--- src/rtl/ctrl_pipe_unit.sv ---
// ctrl_pipe_unit: decode-stage control with ID/EX, EX/MEM, MEM/WB
// control registers, load-use stall, branch flush and EX forwarding.
module ctrl_pipe_unit #(
  parameter int ALU_CTRL_W = 3,
  parameter int REG_ADDR_W = 5,
  parameter bit ZERO_REG   = 1'b1
) (
  input  logic                  clk,
  input  logic                  rst_n,
  input  logic                  valid_d,
  input  logic [6:0]            op_d,
  input  logic [2:0]            funct_d,
  input  logic [REG_ADDR_W-1:0] rs1_d,
  input  logic [REG_ADDR_W-1:0] rs2_d,
  input  logic [REG_ADDR_W-1:0] rd_d,
  input  logic                  br_taken_e,
  output logic                  sel_imm_d,
  output logic                  illegal_d,
  output logic                  stall_d,
  output logic                  flush_d,
  output logic                  valid_e,
  output logic                  regwrite_e,
  output logic                  alusrc_e,
  output logic                  branch_e,
  output logic [1:0]            memctrl_e,
  output logic [ALU_CTRL_W-1:0] aluctrl_e,
  output logic [REG_ADDR_W-1:0] rd_e,
  output logic [1:0]            fwd_a_e,
  output logic [1:0]            fwd_b_e,
  output logic                  regwrite_m,
  output logic [1:0]            memctrl_m,
  output logic                  memtoreg_m,
  output logic [REG_ADDR_W-1:0] rd_m,
  output logic                  regwrite_w,
  output logic                  memtoreg_w,
  output logic [REG_ADDR_W-1:0] rd_w
);

  localparam logic [6:0] OP_R  = 7'b0110011;
  localparam logic [6:0] OP_I  = 7'b0010011;
  localparam logic [6:0] OP_LD = 7'b0000011;
  localparam logic [6:0] OP_ST = 7'b0100011;
  localparam logic [6:0] OP_BR = 7'b1100011;

  typedef struct packed {
    logic                  valid;
    logic                  regwrite;
    logic                  alusrc;
    logic                  branch;
    logic [1:0]            memctrl;
    logic                  memtoreg;
    logic [ALU_CTRL_W-1:0] alu;
    logic [REG_ADDR_W-1:0] rd;
    logic [REG_ADDR_W-1:0] rs1;
    logic [REG_ADDR_W-1:0] rs2;
  } id_ex_t;

  typedef struct packed {
    logic                  regwrite;
    logic [1:0]            memctrl;
    logic                  memtoreg;
    logic [REG_ADDR_W-1:0] rd;
  } ex_mem_t;

  typedef struct packed {
    logic                  regwrite;
    logic                  memtoreg;
    logic [REG_ADDR_W-1:0] rd;
  } mem_wb_t;

  id_ex_t  id_ex_d, id_ex_q, dec;
  ex_mem_t ex_mem_d, ex_mem_q;
  mem_wb_t mem_wb_d, mem_wb_q;

  logic                  legal;
  logic                  load_use;
  logic                  rd_e_live;
  logic [ALU_CTRL_W-1:0] fn_ext;

  assign fn_ext = ALU_CTRL_W'(funct_d);

  always_comb begin
    dec   = '0;
    legal = 1'b1;
    unique case (1'b1)
      (op_d == OP_R): begin
        dec.regwrite = 1'b1;
        dec.alu      = fn_ext;
      end
      (op_d == OP_I): begin
        dec.regwrite = 1'b1;
        dec.alusrc   = 1'b1;
        dec.alu      = fn_ext;
      end
      (op_d == OP_LD): begin
        dec.regwrite = 1'b1;
        dec.alusrc   = 1'b1;
        dec.memctrl  = 2'b10;
        dec.memtoreg = 1'b1;
      end
      (op_d == OP_ST): begin
        dec.alusrc  = 1'b1;
        dec.memctrl = 2'b11;
      end
      (op_d == OP_BR): begin
        dec.branch = 1'b1;
        dec.alu    = fn_ext;
      end
      default: legal = 1'b0;
    endcase
    dec.valid = valid_d;
    dec.rd    = rd_d;
    dec.rs1   = rs1_d;
    dec.rs2   = rs2_d;
  end

  assign sel_imm_d = (op_d == OP_ST);
  assign illegal_d = valid_d & ~legal;

  assign rd_e_live = !ZERO_REG || (id_ex_q.rd != '0);
  assign load_use  = valid_d && id_ex_q.valid
                  && (id_ex_q.memctrl == 2'b10) && rd_e_live
                  && ((id_ex_q.rd == rs1_d) || (id_ex_q.rd == rs2_d));

  // A taken branch kills D anyway, so it overrides the stall.
  assign flush_d = id_ex_q.branch & br_taken_e;
  assign stall_d = load_use & ~flush_d;

  always_comb begin
    id_ex_d = dec;
    if (flush_d || stall_d || !valid_d || illegal_d) id_ex_d = '0;
    ex_mem_d = '{regwrite: id_ex_q.regwrite, memctrl: id_ex_q.memctrl,
                 memtoreg: id_ex_q.memtoreg, rd: id_ex_q.rd};
    mem_wb_d = '{regwrite: ex_mem_q.regwrite,
                 memtoreg: ex_mem_q.memtoreg, rd: ex_mem_q.rd};
  end

  always_ff @(posedge clk or negedge rst_n) begin
    if (!rst_n) begin
      id_ex_q  <= '0;
      ex_mem_q <= '0;
      mem_wb_q <= '0;
    end else begin
      id_ex_q  <= id_ex_d;
      ex_mem_q <= ex_mem_d;
      mem_wb_q <= mem_wb_d;
    end
  end

  function automatic logic [1:0] fwd_sel(
    input logic [REG_ADDR_W-1:0] rs,
    input ex_mem_t               m,
    input mem_wb_t               w
  );
    logic m_hit, w_hit;
    m_hit = m.regwrite && (m.rd == rs) && (!ZERO_REG || m.rd != '0);
    w_hit = w.regwrite && (w.rd == rs) && (!ZERO_REG || w.rd != '0);
    if (m_hit) return 2'b10;
    if (w_hit) return 2'b01;
    return 2'b00;
  endfunction

  assign fwd_a_e = fwd_sel(id_ex_q.rs1, ex_mem_q, mem_wb_q);
  assign fwd_b_e = fwd_sel(id_ex_q.rs2, ex_mem_q, mem_wb_q);

  assign valid_e    = id_ex_q.valid;
  assign regwrite_e = id_ex_q.regwrite;
  assign alusrc_e   = id_ex_q.alusrc;
  assign branch_e   = id_ex_q.branch;
  assign memctrl_e  = id_ex_q.memctrl;
  assign aluctrl_e  = id_ex_q.alu;
  assign rd_e       = id_ex_q.rd;
  assign regwrite_m = ex_mem_q.regwrite;
  assign memctrl_m  = ex_mem_q.memctrl;
  assign memtoreg_m = ex_mem_q.memtoreg;
  assign rd_m       = ex_mem_q.rd;
  assign regwrite_w = mem_wb_q.regwrite;
  assign memtoreg_w = mem_wb_q.memtoreg;
  assign rd_w       = mem_wb_q.rd;

endmodule

--- config.mk ---
export PLATFORM = sky130hd
export DESIGN_NAME = ctrl_pipe_unit
export DESIGN_NICKNAME = d
export VERILOG_FILES = /design/src/rtl/ctrl_pipe_unit.sv
export SDC_FILE = /design/constraint.sdc
export NUM_CORES = 1
export LEC_CHECK = 0
export ABC_AREA = 1
export CAP_MARGIN = 10
export CORE_MARGIN = 4
export CORE_UTILIZATION = 33
export DETAILED_ROUTE_END_ITERATION = 12
export SLEW_MARGIN = 20
export SYNTH_ARGS = -nofsm -noshare
export SYNTH_HDL_FRONTEND = slang
export SYNTH_SLANG_ARGS = --single-unit
--- constraint.sdc ---
create_clock -name clk -period 3.1 [get_ports clk]
set_input_delay 0.31 -clock clk [delete_from_list [all_inputs] [get_ports clk]]
set_output_delay 0.31 -clock clk [all_outputs]
set_load 0.02 [all_outputs]
==> flow_metrics.env <==
export IMPL_post_route_period_util=0.786
export IMPL_core_um2=5990
export IMPL_die_h_um=87.0
export IMPL_drc=0
export IMPL_cts_root_buffer="clkbuf_8"
export IMPL_yosys_area_share_simple=0.306
export IMPL_synthAdderAreaFrac=0
export IMPL_sw_frac_of_total=0.249
export IMPL_muxShareOfSynthArea=0
export IMPL_seq_area_um2=1030
export IMPL_whs_ns=0.152
export IMPL_synthArstFlopShare=1.00
export IMPL_syn_inst=233
export IMPL_cts_buffers=5
export IMPL_grt_pass1_wl_um=7330
export IMPL_clk_path_buf_depth=2
export IMPL_grt_pass1_vias=1584
export IMPL_worstSetupStartpointType="primary input"
export IMPL_maxSlewViolCount=0
export IMPL_hpwlAfterDp_um=3440
export IMPL_crit_required_ns=2.79
export IMPL_rsz0062_at_grt="false"
export IMPL_final_nets=323
export IMPL_routedWlPerCell_um=11.7
export IMPL_seq_power_share=0.513
export IMPL_crit_top_cell="nand2_1"
export IMPL_die_w_um=87.0
export IMPL_ios=67
export IMPL_switchingPower_mw=0.275
export IMPL_power_total_mw=1.10
export IMPL_syn_area_um2=2060
export IMPL_yosys_area_share_xor_xnor=0.0383
export IMPL_finalSetupViolations=0
export IMPL_rr_startpoint="rd_e[4]"
export IMPL_layout_drive_gt1_share=0.146
export IMPL_post_cts_buffers=0
export IMPL_gp_congestion=0.776
export IMPL_die_area_um2=7560
export IMPL_slowest_stage="clkdlybuf4s50_1"
export IMPL_status="finished clean"
export IMPL_p_per_area_nw_per_um2=394
export IMPL_tns_ns=0
export IMPL_clock_latency_ns=0.28
export IMPL_synth_top_area_frac=0.499
export IMPL_globalRouteOverflowTotal=0
export IMPL_power_leakage_nw=1.32
export IMPL_crit_type="primary input to primary output"
export IMPL_fin_crit_ns=2.44
export IMPL_n_antenna_cell=0
export IMPL_via_per_inst=4.27
export IMPL_syn_nets=262
export IMPL_htreeDepth=2
export IMPL_floorplan_initialDensity=0.343
export IMPL_peakVddDrop_v=0.000197
export IMPL_ys_top_cells_by_area="dfrtp_1, nand2_1, inv_1, nor2_4, nor2_1"
export IMPL_synthTopCellsByCount="nand2_1, dfrtp_1, inv_1"
export IMPL_routed_wl_um=4320
export IMPL_ctsHoldBuffers=0
export IMPL_synth_ff_type="dfrtp_1"
export IMPL_antenna_found_initial=0
export IMPL_maxCapViolations=0
export IMPL_multi_input_area_um2=767
export IMPL_ys_ff_latch=41
export IMPL_hold_class="primary input to async pin"
export IMPL_crit_chain="clkdlybuf4s50_1 -> inv_1 -> nand2_1 -> nand2_1 -> nor2_1 -> nand3_1 -> nand2_1 -> nand2_1 -> nor2_1 -> clkdlybuf4s50_1"
export IMPL_synth_compound_area_frac=0.0286
export IMPL_fin_worst_skew_ns=0.00711
export IMPL_max_stage_delay_ns=0.61
export IMPL_ctsResizeCount=0
export IMPL_synth_warnings=0
export IMPL_cts_tree="built"
export IMPL_synth_top_family_by_area="simple AND/OR/NAND/NOR gates"
export IMPL_post_synth_top_area_cell="dfrtp_1"
export IMPL_fmax_ghz=0.410
export IMPL_synth_edf_count=0
export IMPL_path_max_fanout=2
export IMPL_dr_first_iter_drc_count=95
export IMPL_worstMarginPinSlew_ns=0.894
export IMPL_p_int_mw=0.829
export IMPL_hold_viol=0
export IMPL_endpoint_kind="primary output"
export IMPL_ff2ff_path_depth=9
export IMPL_grt_max_degree=42
export IMPL_syn_area_per_cell_um2=8.83
export IMPL_portBuffers=66
export IMPL_r2r_slack_ns=1.40
export IMPL_combPwrFrac=0.150
export IMPL_dr_pass1_iters=4
export IMPL_synth_seq_area_share=0.499
export IMPL_vias=1581
export IMPL_antenna_left=0
export IMPL_clock_sinks=41
export IMPL_ys_types=23
export IMPL_post_synth_top_count_cell="nand2_1"
export IMPL_area_growth_pct=36.2
export IMPL_fill_cells=594
export IMPL_grt_util_all_layers=0.126
export IMPL_reg2reg_to="id_ex_q[4]"
export IMPL_cts_clk_slew_worst_paths_ns=0.07
export IMPL_arrival_ns=2.13
export IMPL_row_count=28
export IMPL_relSlewSlack=0.404
export IMPL_power_frac_clock=0.337
[stage by stage]
step | std cells | instance area [um2] | worst slack [ns] | utilization
floorplan | 233 | 2060 | 1.43 | -
global placement | 362 | 2700 | 0.673 | 0.451
detailed placement | 362 | 2700 | 0.661 | 0.451
CTS | 370 | 2800 | 0.647 | 0.468
global route | 370 | 2800 | 0.518 | 0.468
finish | 370 | 2800 | 0.663 | 0.468
[worst max path at each step]
stage | from | slack [ns] | endpoint
final | rs2_d[1] | 0.66 | stall_d
after detailed placement | rs1_d[2] | 0.66 | stall_d
after floorplan | rd_m[4] | 1.43 | fwd_b_e[0]
after CTS | rs1_d[2] | 0.65 | stall_d
after global placement | rs1_d[2] | 0.67 | stall_d
after global routing | rs2_d[1] | 0.52 | stall_d
[power groups by stage]
stage          clock (mW)  sequential (mW)  combinational, mW
6_report            0.372            0.566              0.165
5_1_grt             0.418            0.569              0.184
4_1_cts             0.386            0.566              0.168
3_5_place_dp            0            0.577              0.168
3_3_place_gp            0            0.577              0.167
2_1_floorplan           0            0.581             0.0845
[placed cells by master (no fill, tap or decap), drive strengths merged, types with 3 or more instances in the layout]
master	instances
o22ai	3
nand4	9
xnor2	4
xor2	5
inv	42
nand3	6
nand2	50
o21ai	3
clkbuf	7
clkdlybuf4s50	65
nor2	49
or2	3
dfrtp	41
[flip-flops by register name, summed over array words and instances (netlist names)]
register / count
rd_e: 5
regwrite_w: 1
ex_mem_d: 1
memctrl_e: 2
alusrc_e: 1
memtoreg_m: 1
regwrite_e: 1
rd_w: 5
memtoreg_w: 1
rd_m: 5
regwrite_m: 1
memctrl_m: 2
id_ex_q: 10
valid_e: 1
aluctrl_e: 3
branch_e: 1
[routing by layer]
| layer | global-route usage | vias to the layer above | share of wire | wire (um) |
|---|---|---|---|---|
| met5 | 0 | - | 0 | 0 |
| met1 | 0.149 | 714 | 0.39 | 1700 |
| met3 | 0.0511 | 4 | 0.093 | 400 |
| met2 | 0.211 | 50 | 0.50 | 2180 |
| met4 | 0.0340 | 0 | 0.0086 | 37 |
| li1 | - | 813 | - | - |
[cell type report]
cell class	instances	share of cell area
flip-flops and latches	41	0.366
multi-input cells	138	0.274
repair buffers	66	0.234
inverters	42	0.0563
clock buffers	7	0.0344
well taps	75	0.0335
clock inverters	1	0.00179
[kinds of logic (layout without fill, tap and decap cells)]
logic type	Yosys count	in the layout
xor gates and xnor gates	9	9
buffers and inverters	54	116
DFF	41	41
and+or+nand+nor	119	119
AOI/OAI and AO/OA	10	10
[worst max-delay path: cells and delay by family]
| family | cells | cell delay (ns) |
|---|---|---|
| buffers and inverters | 3 | 1.18 |
| AND/OR/NAND/NOR | 7 | 0.64 |
Power figures use the tool's default switching activity.
